### src/rtl/fetch_queue_if.sv
// Bundle between the cacheline parser, the fetch queue and the decoders.
// The master side drives pushes, flush and decoder ready; the slave side is the queue.
interface fetch_queue_if #(
    parameter int unsigned offsetSize      = 5,
    parameter int unsigned indexSize       = 8,
    parameter int unsigned tagSize         = 64 - (offsetSize + indexSize),
    parameter int unsigned payloadSizeBits = 32,
    parameter int unsigned depthLog2       = 3
);
    logic                       flushPipeline_i;
    logic                       enable_i;
    logic [payloadSizeBits-1:0] instruction_i;
    logic [tagSize-1:0]         tag_i;
    logic [indexSize-1:0]       index_i;
    logic [offsetSize-1:0]      offset_i;
    logic                       decodeReady_i;

    logic                       valid_o;
    logic [payloadSizeBits-1:0] instruction_o;
    logic [63:0]                address_o;
    logic                       stall_o;
    logic [depthLog2:0]         count_o;
    logic                       overflow_o;

    modport master (
        output flushPipeline_i, enable_i, instruction_i, tag_i, index_i, offset_i,
               decodeReady_i,
        input  valid_o, instruction_o, address_o, stall_o, count_o, overflow_o
    );

    modport slave (
        input  flushPipeline_i, enable_i, instruction_i, tag_i, index_i, offset_i,
               decodeReady_i,
        output valid_o, instruction_o, address_o, stall_o, count_o, overflow_o
    );
endinterface

### src/rtl/fetch_queue.sv
// Circular instruction buffer between the cacheline parser and the decoders,
// with show-ahead head output, early stall and a sticky overflow flag.
module fetch_queue #(
    parameter int unsigned offsetSize      = 5,
    parameter int unsigned indexSize       = 8,
    parameter int unsigned tagSize         = 64 - (offsetSize + indexSize),
    parameter int unsigned payloadSizeBits = 32,
    parameter int unsigned depthLog2       = 3,
    parameter int unsigned stallLevel      = 6
) (
    input logic          clock_i,
    input logic          reset_i,
    fetch_queue_if.slave fq
);
    localparam int unsigned depth  = 1 << depthLog2;
    localparam int unsigned CNT_W  = depthLog2 + 1;
    localparam logic [CNT_W-1:0] FULL_CNT  = CNT_W'(depth);
    localparam logic [CNT_W-1:0] STALL_CNT = CNT_W'(stallLevel);

    logic [payloadSizeBits-1:0] instMem [depth];
    logic [63:0]                addrMem [depth];

    logic [depthLog2-1:0] head;
    logic [depthLog2-1:0] tail;
    logic [CNT_W-1:0]     count;
    logic                 overflow;

    logic empty;
    logic full;
    logic push;
    logic pop;
    logic drop;

    always_comb begin
        empty = (count == '0);
        full  = (count == FULL_CNT);
        pop   = !empty && fq.decodeReady_i;
        // A full queue still accepts a push when the head leaves the same cycle.
        push  = fq.enable_i && (!full || pop);
        drop  = fq.enable_i && full && !pop;
    end

    always_ff @(posedge clock_i) begin
        if (reset_i) begin
            head     <= '0;
            tail     <= '0;
            count    <= '0;
            overflow <= 1'b0;
        end else if (fq.flushPipeline_i) begin
            head  <= '0;
            tail  <= '0;
            count <= '0;
        end else begin
            if (push) tail <= tail + 1'b1;
            if (pop)  head <= head + 1'b1;
            if (push && !pop)      count <= count + 1'b1;
            else if (pop && !push) count <= count - 1'b1;
            if (drop) overflow <= 1'b1;
        end
    end

    // Storage carries no reset; pointers alone define which entries are live.
    always_ff @(posedge clock_i) begin
        if (!reset_i && !fq.flushPipeline_i && push) begin
            instMem[tail] <= fq.instruction_i;
            addrMem[tail] <= {fq.tag_i, fq.index_i, fq.offset_i};
        end
    end

    always_comb begin
        fq.valid_o       = !empty;
        fq.instruction_o = empty ? '0 : instMem[head];
        fq.address_o     = empty ? '0 : addrMem[head];
        fq.stall_o       = (count >= STALL_CNT);
        fq.count_o       = count;
        fq.overflow_o    = overflow;
    end
endmodule

### src/flat_wrapper.sv
// flat-port wrapper written by rule: the top's interface ports become plain ports
module fetch_queue_flat 
#(
    parameter int unsigned offsetSize      = 5,
    parameter int unsigned indexSize       = 8,
    parameter int unsigned tagSize         = 64 - (offsetSize + indexSize),
    parameter int unsigned payloadSizeBits = 32,
    parameter int unsigned depthLog2       = 3,
    parameter int unsigned stallLevel      = 6
)
  (clock_i, reset_i, fq_flushPipeline_i, fq_enable_i, fq_instruction_i, fq_tag_i, fq_index_i, fq_offset_i, fq_decodeReady_i, fq_valid_o, fq_instruction_o, fq_address_o, fq_stall_o, fq_count_o, fq_overflow_o);
  fetch_queue_if #(.offsetSize(offsetSize), .indexSize(indexSize), .tagSize(tagSize), .payloadSizeBits(payloadSizeBits), .depthLog2(depthLog2)) fq_i ();
  input logic clock_i;
  input logic reset_i;
  input wire logic [$bits(fq_i.flushPipeline_i)-1:0] fq_flushPipeline_i;
  input wire logic [$bits(fq_i.enable_i)-1:0] fq_enable_i;
  input wire logic [$bits(fq_i.instruction_i)-1:0] fq_instruction_i;
  input wire logic [$bits(fq_i.tag_i)-1:0] fq_tag_i;
  input wire logic [$bits(fq_i.index_i)-1:0] fq_index_i;
  input wire logic [$bits(fq_i.offset_i)-1:0] fq_offset_i;
  input wire logic [$bits(fq_i.decodeReady_i)-1:0] fq_decodeReady_i;
  output wire logic [$bits(fq_i.valid_o)-1:0] fq_valid_o;
  output wire logic [$bits(fq_i.instruction_o)-1:0] fq_instruction_o;
  output wire logic [$bits(fq_i.address_o)-1:0] fq_address_o;
  output wire logic [$bits(fq_i.stall_o)-1:0] fq_stall_o;
  output wire logic [$bits(fq_i.count_o)-1:0] fq_count_o;
  output wire logic [$bits(fq_i.overflow_o)-1:0] fq_overflow_o;
  assign fq_i.flushPipeline_i = fq_flushPipeline_i;
  assign fq_i.enable_i = fq_enable_i;
  assign fq_i.instruction_i = fq_instruction_i;
  assign fq_i.tag_i = fq_tag_i;
  assign fq_i.index_i = fq_index_i;
  assign fq_i.offset_i = fq_offset_i;
  assign fq_i.decodeReady_i = fq_decodeReady_i;
  assign fq_valid_o = fq_i.valid_o;
  assign fq_instruction_o = fq_i.instruction_o;
  assign fq_address_o = fq_i.address_o;
  assign fq_stall_o = fq_i.stall_o;
  assign fq_count_o = fq_i.count_o;
  assign fq_overflow_o = fq_i.overflow_o;
  fetch_queue #(.offsetSize(offsetSize), .indexSize(indexSize), .tagSize(tagSize), .payloadSizeBits(payloadSizeBits), .depthLog2(depthLog2), .stallLevel(stallLevel)) u_core (.clock_i(clock_i), .reset_i(reset_i), .fq(fq_i));
endmodule
### config.mk
export PLATFORM = sky130hd
export DESIGN_NAME = fetch_queue_flat
export DESIGN_NICKNAME = d
export VERILOG_FILES = /design/src/rtl/fetch_queue_if.sv /design/src/rtl/fetch_queue.sv /design/src/flat_wrapper.sv
export SDC_FILE = /design/constraint.sdc
export NUM_CORES = 1
export LEC_CHECK = 0
export ABC_AREA = 1
export CAP_MARGIN = 20
export CORE_MARGIN = 8
export CORE_UTILIZATION = 40
export CTS_CLUSTER_DIAMETER = 80
export DETAILED_ROUTE_END_ITERATION = 10
export PLACE_DENSITY = 0.61
export SLEW_MARGIN = 0
export SYNTH_ARGS = -nofsm -noshare
export SYNTH_HDL_FRONTEND = slang
export SYNTH_SLANG_ARGS = --single-unit
### constraint.sdc
create_clock -name clock_i -period 8.5 [get_ports clock_i]
set_input_delay 1.7 -clock clock_i [delete_from_list [all_inputs] [get_ports clock_i]]
set_output_delay 1.7 -clock clock_i [all_outputs]
set_load 0.005 [all_outputs]
==> out/qor.yml <==
run_status:
  status: "complete, no violations"
die:
  die_w_um: 304.7
  rows: 106
  start_util: 0.4014
  core-area_um2: 83020
  io_pins: 204
  die_h_um: 304.7
  die_area_um2: 92810
synth:
  yosysMostFrequentCell: "nand2_1"
  synth_common_cells: "1368 x nand2_1, 768 x edfxtp_1, 398 x inv_1, 301 x nand3_1, 210 x nor2_1"
  synth_edf_count: 768
  synth.avg_cell_area_um2: 10.28
  syn_area_um2: 33330
  async_reset_ff_frac: 0
  synth_fp_nets: 3349
  synth_area_leaders: "edfxtp_1 69%, nand2_1 15%, nand3_1 4.5%, inv_1 4.5%, nor2_1 2.4%"
  synth_cell_types: 20
  ys_warn_count: 0
  synth_area_leader_cell: "edfxtp_1"
  yosysSeqAreaShare: 0.7004
  synth-seq-cells: 782
  postSynthCellCount: 3242
  yosys_most_used_dff: "edfxtp_1"
  synth_top_area_frac: 0.6920
cts:
  clock_latency_ns: 0.63
  clk_root_buffer_cell: "clkbuf_16"
  cts.repair.resized: 0
  cts_buffers: 85
  cts_sinks: 782
  post_cts_buffers: 0
  cts-hold-fix-buffers: 0
  cts_tree: "built"
  htree_num_levels: 3
  clock_path_buffers: 3
  path_clk_slew_ns: 0.06
worst_setup_path:
  worstSetupPathType: "reg2out"
  r2r-start: "u_core.fq.count_o[1]"
  path_buf_inv: 3
  crit_fanout: 209
  r2r_slack_ns: 5.49
  ff2ff_path_depth: 5
  r2r_end: "u_core.addrMem[3][42]"
  crit_family: "buffers and inverters"
  crit_slowest_cell: "buf_4"
  startpoint_type: "flip-flop"
  slowest_delay_ns: 0.92
  path_cells: "clkinv_8, buf_4, nand2_1, nand2_1, nand2_1, nand2_1, nor2_1, nor2_1, clkdlybuf4s50_1"
  path_common_cell: "nand2_1"
  critPathCaptureType: "output port"
  cp_data_arrival_time_ns: 4.08
  cp.required_ns: 6.80
  endpoint: "fq_address_o[10]"
  path_depth: 9
routing:
  num_vias: 21557
  drt-total-wl_mm: 78.42
  drt_iter0_markers: 1443
  wl_per_cell_um: 17.27
  dr.pass1.iters: 5
  via_per_inst: 4.747
  drtAntennaViolNets: 0
  route.detailed.drc: 0
power_and_ir_drop:
  p_seq_frac: 0.485
  p_int_mw: 6.806
  power_per_cell_area_nw_per_um2: 226.0
  power.switching_mw: 2.002
  ir_drop_mv: 0.1357
  p_clk_frac: 0.417
  switching_share: 0.2273
  power_frac_comb: 0.098
  power_leakage_nw: 15.91
sta:
  worst_pin_slew_ns: 1.267
  setup_viol: 0
  min_period_ns: 5.785
  rsz0062_at_grt: "false"
  maxSlewHeadroom: 0.1552
  finClkSkew_ns: 0.02422
  hold_viol_final: 0
  max_freq_mhz: 172.9
  fin_setup_tns_ns: 0
  fin_crit_sh: 0.6806
  slew_violations: 0
global_route:
  antenna_found_initial: 5
  grt_pass1_vias: 21072
  grt_util_all_layers: 0.1654
  grt_max_degree: 210
  grt-ovfl-total: 0
  grt_pass1_wl_mm: 121.2
cells_and_area:
  multi_input_area_um2: 7684
  seqCellArea_um2: 23350
  nFillCells: 7492
  layoutNonFillerInstCount: 4541
  area_delta_synth_final_pct: 16.96
  layout-drive-gt1-share: 0.04653
  final_nets: 3502
  fin_area_um2: 38980
place:
  place.gp.congestion: 0.7240
  port_buffers: 203
  place_area_um2: 36200
  dpl.cell_count: 4388
  hpwl_mm: 37.98
worst_hold_path:
  hold_class: "reg2reg"
flow_run:
  cap_violations: 0
[tightest hold or removal path, stage by stage, from the launching register on]
cell	delay, ns
dfxtp_1	0.31
nand2_1	0.06
a21oi_1	0.06
[flip-flops by register name (all words and copies together), names as in the netlist, named ones only]
signal / count
u_core.head: 3
u_core.fq.overflow_o: 1
u_core.tail: 3
u_core.addrMem: 512
u_core.fq.count_o: 4
u_core.instMem: 256
[power groups by stage]
stage,Sequential (mW),Combinational (mW),Clock [mW]
after floorplan,4.36,0.422,0
after global placement,4.36,0.868,0
after detailed placement,4.36,0.872,0
after CTS,4.28,0.877,3.76
after global routing,4.28,0.949,3.90
final,4.28,0.859,3.67
[cell families (layout without fill, tap and decap cells)]
family	Yosys count	in the layout	share of synthesized area
DFF	782	782	0.7004
other	0	1	0
and+or+nand+nor	1883	1883	0.2237
xor gates and xnor gates	3	3	0.0007885
buffers and inverters	559	777	0.07125
adders and majority gates	6	6	0.002478
AOI/OAI and AO/OA	9	9	0.001389
[cell usage in the layout (no fill, tap or decap), drive strengths merged]
cell type,instances
a21oi,7
buf,23
bufinv,10
clkbuf,106
clkdlybuf4s50,203
clkinv,28
clkinvlp,4
dfxtp,14
diode,1
edfxtp,768
fa,1
ha,5
inv,403
nand2,1368
nand3,301
nand3b,1
nor2,210
o21ai,1
o22ai,1
or2,3
xor2,3
[final cells by class]
cell class                 instances  area share
clock buffer                     106     0.05842
timing repair buffer             226     0.05880
antenna                            1  0.00006420
sequential                       782      0.5991
inverter                         399     0.03887
tap                             1080     0.03467
multi-input combinational       1901      0.1971
clock inverter                    46     0.01294
[per-layer routing]
metal  global-route usage  share of wire  vias up
li1                     -              -    10672
met1               0.2060           0.43    10273
met2               0.2920           0.50      468
met3              0.02662          0.050      136
met4              0.05550          0.026        8
met5                    0        0.00064        -
[worst min path at each step]
stage	from	end	slack, ns	cells past startpoint
floorplan	u_core.head[1]	flip-flop	0.46	2
global placement	u_core.fq.overflow_o	u_core.fq.overflow_o	0.47	2
detailed placement	u_core.fq.overflow_o	u_core.fq.overflow_o	0.47	2
CTS	u_core.fq.overflow_o	u_core.fq.overflow_o	0.48	2
global route	u_core.fq.overflow_o	u_core.fq.overflow_o	0.51	2
finish	u_core.head[1]	flip-flop	0.47	2
[stage by stage]
| step | setup WS (ns) | util | hold WS (ns) | power [mW] |
|---|---|---|---|---|
| 2_1_floorplan | 1.536 | - | 0.4568 | 4.778 |
| 3_3_place_gp | 3.364 | 0.4360 | 0.4691 | 5.223 |
| 3_5_place_dp | 3.343 | 0.4360 | 0.4686 | 5.228 |
| 4_1_cts | 2.679 | 0.4695 | 0.4801 | 8.909 |
| 5_1_grt | 2.423 | 0.4695 | 0.5135 | 9.129 |
| 6_report | 2.715 | 0.4695 | 0.4743 | 8.808 |
Power figures use the tool's default switching activity.
